===== src/rtl/cpu_pkg.sv =====
// Shared CPU encodings: branch ops, exception causes, PC-stage FSM states and vector-table base.
// Pure declarations, no timing and no handshake.
package cpu_pkg;

  typedef enum logic [1:0] {
    BR_EQ = 2'b00,
    BR_NE = 2'b01,
    BR_GT = 2'b10,
    BR_LE = 2'b11
  } br_op_e;

  typedef enum logic [1:0] {
    EXC_OPCODE = 2'd0,
    EXC_OVF    = 2'd1,
    EXC_DIV0   = 2'd2,
    EXC_RSVD   = 2'd3
  } exc_cause_e;

  typedef enum logic [1:0] {
    ST_IDLE = 2'd0,
    ST_REQ  = 2'd1,
    ST_LOAD = 2'd2
  } pc_state_e;

  localparam logic [31:0] VEC_BASE_DEF = 32'd253;

  // The reserved cause has no table entry of its own and shares the invalid-opcode handler.
  function automatic logic [31:0] vec_offset(input logic [1:0] cause);
    if (cause == EXC_RSVD) begin
      return 32'd0;
    end
    return {30'd0, cause};
  endfunction

endpackage


===== src/rtl/branch_cond.sv =====
// Branch condition evaluation from ALU flags; purely combinational, zero latency.
// No handshake: the result is valid whenever the inputs are.
module branch_cond
  import cpu_pkg::*;
(
  input  logic [1:0] branch_op,
  input  logic       zero,
  input  logic       gt,
  output logic       cond
);

  always_comb begin
    cond = 1'b0;
    case (br_op_e'(branch_op))
      BR_EQ:   cond = zero;
      BR_NE:   cond = ~zero;
      BR_GT:   cond = gt;
      BR_LE:   cond = ~gt;
      default: cond = 1'b0;
    endcase
  end

endmodule


===== src/rtl/pc_unit.sv =====
// Architectural PC and EPC with exception entry via a vector-table read; PC writes take 1 cycle,
// exception entry MEM_LATENCY+2 cycles. While exc_busy is high all writes and new exceptions are dropped.
module pc_unit
  import cpu_pkg::*;
#(
  parameter logic [31:0] RESET_PC    = 32'h0000_0000,
  parameter logic [31:0] VEC_BASE    = VEC_BASE_DEF,
  parameter logic [31:0] EPC_OFFSET  = 32'd4,
  parameter int unsigned MEM_LATENCY = 1
) (
  input  logic        clk,
  input  logic        reset_n,
  input  logic [31:0] pc_source_in,
  input  logic        pc_write,
  input  logic        pc_write_cond,
  input  logic [1:0]  branch_op,
  input  logic        zero,
  input  logic        gt,
  input  logic        exc_req,
  input  logic [1:0]  exc_cause,
  input  logic [31:0] mem_rdata,
  output logic [31:0] pc_out,
  output logic [31:0] epc_out,
  output logic        vec_req,
  output logic [31:0] vec_addr,
  output logic        exc_busy
);

  localparam int unsigned CW = (MEM_LATENCY > 1) ? $clog2(MEM_LATENCY) : 1;
  localparam logic [CW-1:0] CNT_LAST = CW'(MEM_LATENCY - 1);

  pc_state_e   state_q, state_d;
  logic [CW-1:0] cnt_q, cnt_d;
  logic [31:0] pc_q, pc_d;
  logic [31:0] epc_q, epc_d;
  logic [31:0] vaddr_q, vaddr_d;
  logic        vreq_q, vreq_d;
  logic        busy_q, busy_d;
  logic        cond;
  logic        take;
  logic        unused_rdata_hi;

  // Only the low byte of a vector-table entry is a handler address.
  assign unused_rdata_hi = ^mem_rdata[31:8];

  branch_cond u_branch_cond (
    .branch_op (branch_op),
    .zero      (zero),
    .gt        (gt),
    .cond      (cond)
  );

  assign take = pc_write | (pc_write_cond & cond);

  always_ff @(posedge clk or negedge reset_n) begin
    if (!reset_n) begin
      state_q <= ST_IDLE;
      cnt_q   <= '0;
      pc_q    <= RESET_PC;
      epc_q   <= '0;
      vaddr_q <= '0;
      vreq_q  <= 1'b0;
      busy_q  <= 1'b0;
    end else begin
      state_q <= state_d;
      cnt_q   <= cnt_d;
      pc_q    <= pc_d;
      epc_q   <= epc_d;
      vaddr_q <= vaddr_d;
      vreq_q  <= vreq_d;
      busy_q  <= busy_d;
    end
  end

  always_comb begin
    state_d = state_q;
    cnt_d   = cnt_q;
    pc_d    = pc_q;
    epc_d   = epc_q;
    vaddr_d = vaddr_q;
    vreq_d  = vreq_q;
    busy_d  = busy_q;
    case (state_q)
      ST_IDLE: begin
        // An exception wins over any PC write presented in the same cycle.
        if (exc_req) begin
          state_d = ST_REQ;
          cnt_d   = '0;
          epc_d   = pc_q - EPC_OFFSET;
          vaddr_d = VEC_BASE + vec_offset(exc_cause);
          vreq_d  = 1'b1;
          busy_d  = 1'b1;
        end else if (take) begin
          pc_d = pc_source_in;
        end
      end
      ST_REQ: begin
        if (cnt_q == CNT_LAST) begin
          state_d = ST_LOAD;
          vreq_d  = 1'b0;
        end else begin
          cnt_d = cnt_q + CW'(1);
        end
      end
      ST_LOAD: begin
        pc_d    = {24'd0, mem_rdata[7:0]};
        busy_d  = 1'b0;
        state_d = ST_IDLE;
      end
      default: begin
        state_d = ST_IDLE;
        vreq_d  = 1'b0;
        busy_d  = 1'b0;
      end
    endcase
  end

  assign pc_out   = pc_q;
  assign epc_out  = epc_q;
  assign vec_req  = vreq_q;
  assign vec_addr = vaddr_q;
  assign exc_busy = busy_q;

endmodule

===== config.mk =====
export PLATFORM = sky130hd
export DESIGN_NAME = pc_unit
export DESIGN_NICKNAME = d
export VERILOG_FILES = /design/src/rtl/cpu_pkg.sv /design/src/rtl/branch_cond.sv /design/src/rtl/pc_unit.sv
export SDC_FILE = /design/constraint.sdc
export NUM_CORES = 1
export LEC_CHECK = 0
export BUFFER_PORTS_ARGS = -buffer_cell sky130_fd_sc_hd__buf_2
export CAP_MARGIN = 20
export CORE_MARGIN = 2
export CORE_UTILIZATION = 50
export DETAILED_ROUTE_END_ITERATION = 8
export PLACE_DENSITY_LB_ADDON = 0.1
export SETUP_SLACK_MARGIN = 0.2
export SLEW_MARGIN = 20
export SYNTH_ARGS = -nofsm -noshare
export SYNTH_HDL_FRONTEND = slang
export SYNTH_SLANG_ARGS = --single-unit

===== constraint.sdc =====
create_clock -name clk -period 3.2 [get_ports clk]
set_clock_uncertainty 0.15 [all_clocks]
set_input_delay 0.96 -clock clk [delete_from_list [all_inputs] [get_ports clk]]
set_output_delay 0.96 -clock clk [all_outputs]
set_load 0.005 [all_outputs]

==> results.json <==
{
  "track_usage_pct": 21.45,
  "setup_slack_ps": 798.6,
  "yosys-top-cells-area": "dfrtp_1, o21ai_0, nand2_1, buf_4, xnor2_1",
  "post-dp-hpwl_um": 6197,
  "cts_resized": 0,
  "grt_pass1_wl_um": 12970,
  "path_max_fanout": 6,
  "hold_viol": 0,
  "numCtsBuffers": 9,
  "diodes": 0,
  "antenna_found_initial": 0,
  "port_buffers": 125,
  "arrival_ps": 2460,
  "ys_warn_count": 0,
  "grt-busiest-layer": "met1",
  "slew_headroom_pct": 45.74,
  "first_iter_violations": 140,
  "setup-tns-final_ps": 0,
  "die_area_sq_um": 7978,
  "area.sequential_sq_um": 1802,
  "rrSetupSlack_ps": 800,
  "gr-total-overflow": 0,
  "rsz0062_at_grt": "no",
  "post-place-ws_ps": 640.4,
  "holdPathStages": 2,
  "multi_input_area_sq_um": 1608,
  "post_cts_buffers": 0,
  "max-vdd-ir-drop_uv": 292.8,
  "syn-instance-count": 391,
  "drcViolationCount": 0,
  "grt_use_met3_pct": 3.786,
  "ys_ff_latch": 72,
  "fillers": 721,
  "rr_worst_depth": 7,
  "grt_max_degree": 66,
  "synth.yosys.seq_area_share_pct": 49.50,
  "final_nets": 584,
  "num_rows": 31,
  "clock-root-buffer": "clkbuf_8",
  "synth-async-reset-ratio_pct": 100.0,
  "p_leak_nw": 2.179,
  "grtUsageMet2_pct": 30.71,
  "clk_latency_ps": 340,
  "r2r_start": "pc_out[2]",
  "area.growth.synth_to_final_pct": 21.11,
  "cp-start-kind": "register",
  "grt_pass1_vias": 2649,
  "syn_area_sq_um": 3640,
  "die_w_um": 89.32,
  "postRouteAntennaNets": 0,
  "yosysMostFrequentCell": "o21ai_0",
  "clk_pin_slew_ps": 70,
  "fp.dieH_um": 89.32,
  "max_cap_violations": 0,
  "initial_core_util_pct": 51.00,
  "endpoint_kind": "register",
  "slew_violations": 0,
  "routed_wl_um": 8408,
  "power_density_nw_per_um2": 725.3,
  "avgSynthCellArea_sq_um": 9.309,
  "cts.sinks": 72,
  "met1_usage_pct": 31.83,
  "period_minus_slack_ps": 2401,
  "dr.pass1.iters": 4,
  "tightestPinTransition_ps": 813.9,
  "htree_levels": 3,
  "max_clock_freq_mhz": 416.4,
  "r2r_end": "epc_out[24]",
  "fin_crit_sh_pct": 75.05,
  "ios": 173,
  "cp.required_ps": 3250,
  "hp-start": "epc_out[20]",
  "hold_path_end": "epc_out[20]",
  "synthDistinctLibCells": 43,
  "drive_above_1_share_pct": 31.24,
  "synth_edf_count": 0,
  "vias": 3022,
  "vias_per_cell": 4.970,
  "synth_area_leader_cell": "dfrtp_1",
  "core_area_sq_um": 7137,
  "cts_tree": "yes",
  "path_class": "register to register",
  "wl_per_cell_um": 13.83,
  "synth-main-ff-cell": "dfrtp_1",
  "holdBufCountCts": 0,
  "clockBufferDepth": 2,
  "setup_viol": 0,
  "outcome": "completed",
  "synth_top_area_share_pct": 49.50,
  "yosys-top-cells-count": "o21ai_0, dfrtp_1, nand2_1, buf_4, xnor2_1",
  "hp-class": "register to register",
  "gp_congestion": 0.8385
}
==> layout make-up <==
| type | count | area share (%) |
|---|---|---|
| Tap cell | 99 | 2.810 |
| Multi-Input combinational cell | 286 | 36.47 |
| Inverter | 7 | 0.5961 |
| Timing Repair Buffer | 130 | 15.33 |
| Sequential cell | 72 | 40.87 |
| Clock buffer | 14 | 3.917 |
==> state kept, by name, indices dropped and copies added (netlist names) <==
name	cells
vec_addr	4
pc_out	32
exc_busy	1
state_q	2
vec_req	1
epc_out	32
==> kinds of logic (layout without fill, tap and decap cells) <==
group	after synthesis	after routing	synth area share, %
xor+xnor	26	26	6.256
mux	9	9	2.475
buf+inv	55	151	8.662
other cells	1	23	0.1030
compound gates	102	102	14.85
simple gates	123	123	17.12
flops	72	72	49.50
fa+ha+maj	3	3	1.031
==> critical path, stage by stage (launching register included) <==
cell	delay (ps)
dfrtp_1	460
inv_1	110
ha_1	240
nor3b_1	340
nand3_1	240
nor4_1	450
xnor2_1	200
o21ai_1	80
==> through the flow <==
| step | std cells | utilization [%] | cell area [sq um] | total power [mW] | hold slack (ps) |
|---|---|---|---|---|---|
| 2_1_floorplan | 413 | - | 3722 | 2.080 | 319.9 |
| 3_3_place_gp | 594 | 59.34 | 4235 | 2.550 | 303.2 |
| 3_5_place_dp | 594 | 59.34 | 4235 | 2.589 | 311.6 |
| 4_1_cts | 608 | 61.76 | 4408 | 3.231 | 329.2 |
| 5_1_grt | 608 | 61.76 | 4408 | 3.445 | 354.2 |
| 6_report | 608 | 61.76 | 4408 | 3.197 | 322.3 |
==> where the power goes <==
group          switching, mW  internal (mW)  total, mW  leakage (nW)
combinational          0.545          0.490       1.03          1.19
clock                  0.300          0.338      0.638        0.0886
sequential             0.315           1.21       1.52         0.895
==> worst max path at each step <==
stage / startpoint / to / slack [ps] / cells after the start
floorplan: branch_op[1] / pc_out[1] / 940 / 6
global placement: branch_op[1] / pc_out[9] / 680 / 6
detailed placement: branch_op[1] / pc_out[7] / 640 / 6
CTS: pc_out[2] / epc_out[24] / 830 / 7
global route: pc_out[2] / epc_out[24] / 670 / 7
finish: pc_out[2] / epc_out[24] / 800 / 7
==> routing by layer <==
metal	part of all wire [%]	routed length (um)	vias to the layer above
li1	-	-	1515
met4	2.1	180	0
met1	48	4022	1374
met2	43	3605	117
met5	0	0	-
met3	7.1	599	16
==> layout by cell type, fill, tap and decap left out, types with 5 or more instances in the layout <==
cell and instances:
nor2_1 16, xnor2_1 21, nor3_1 8, nand3_1 5, xor2_1 5, buf_2 125, clkbuf_8 12, inv_1 6
o21ai_1 16, mux2i_1 9, o21ai_0 77, conb_1 23, nand2_1 67, dfrtp_1 72
Power figures use the tool's default switching activity.
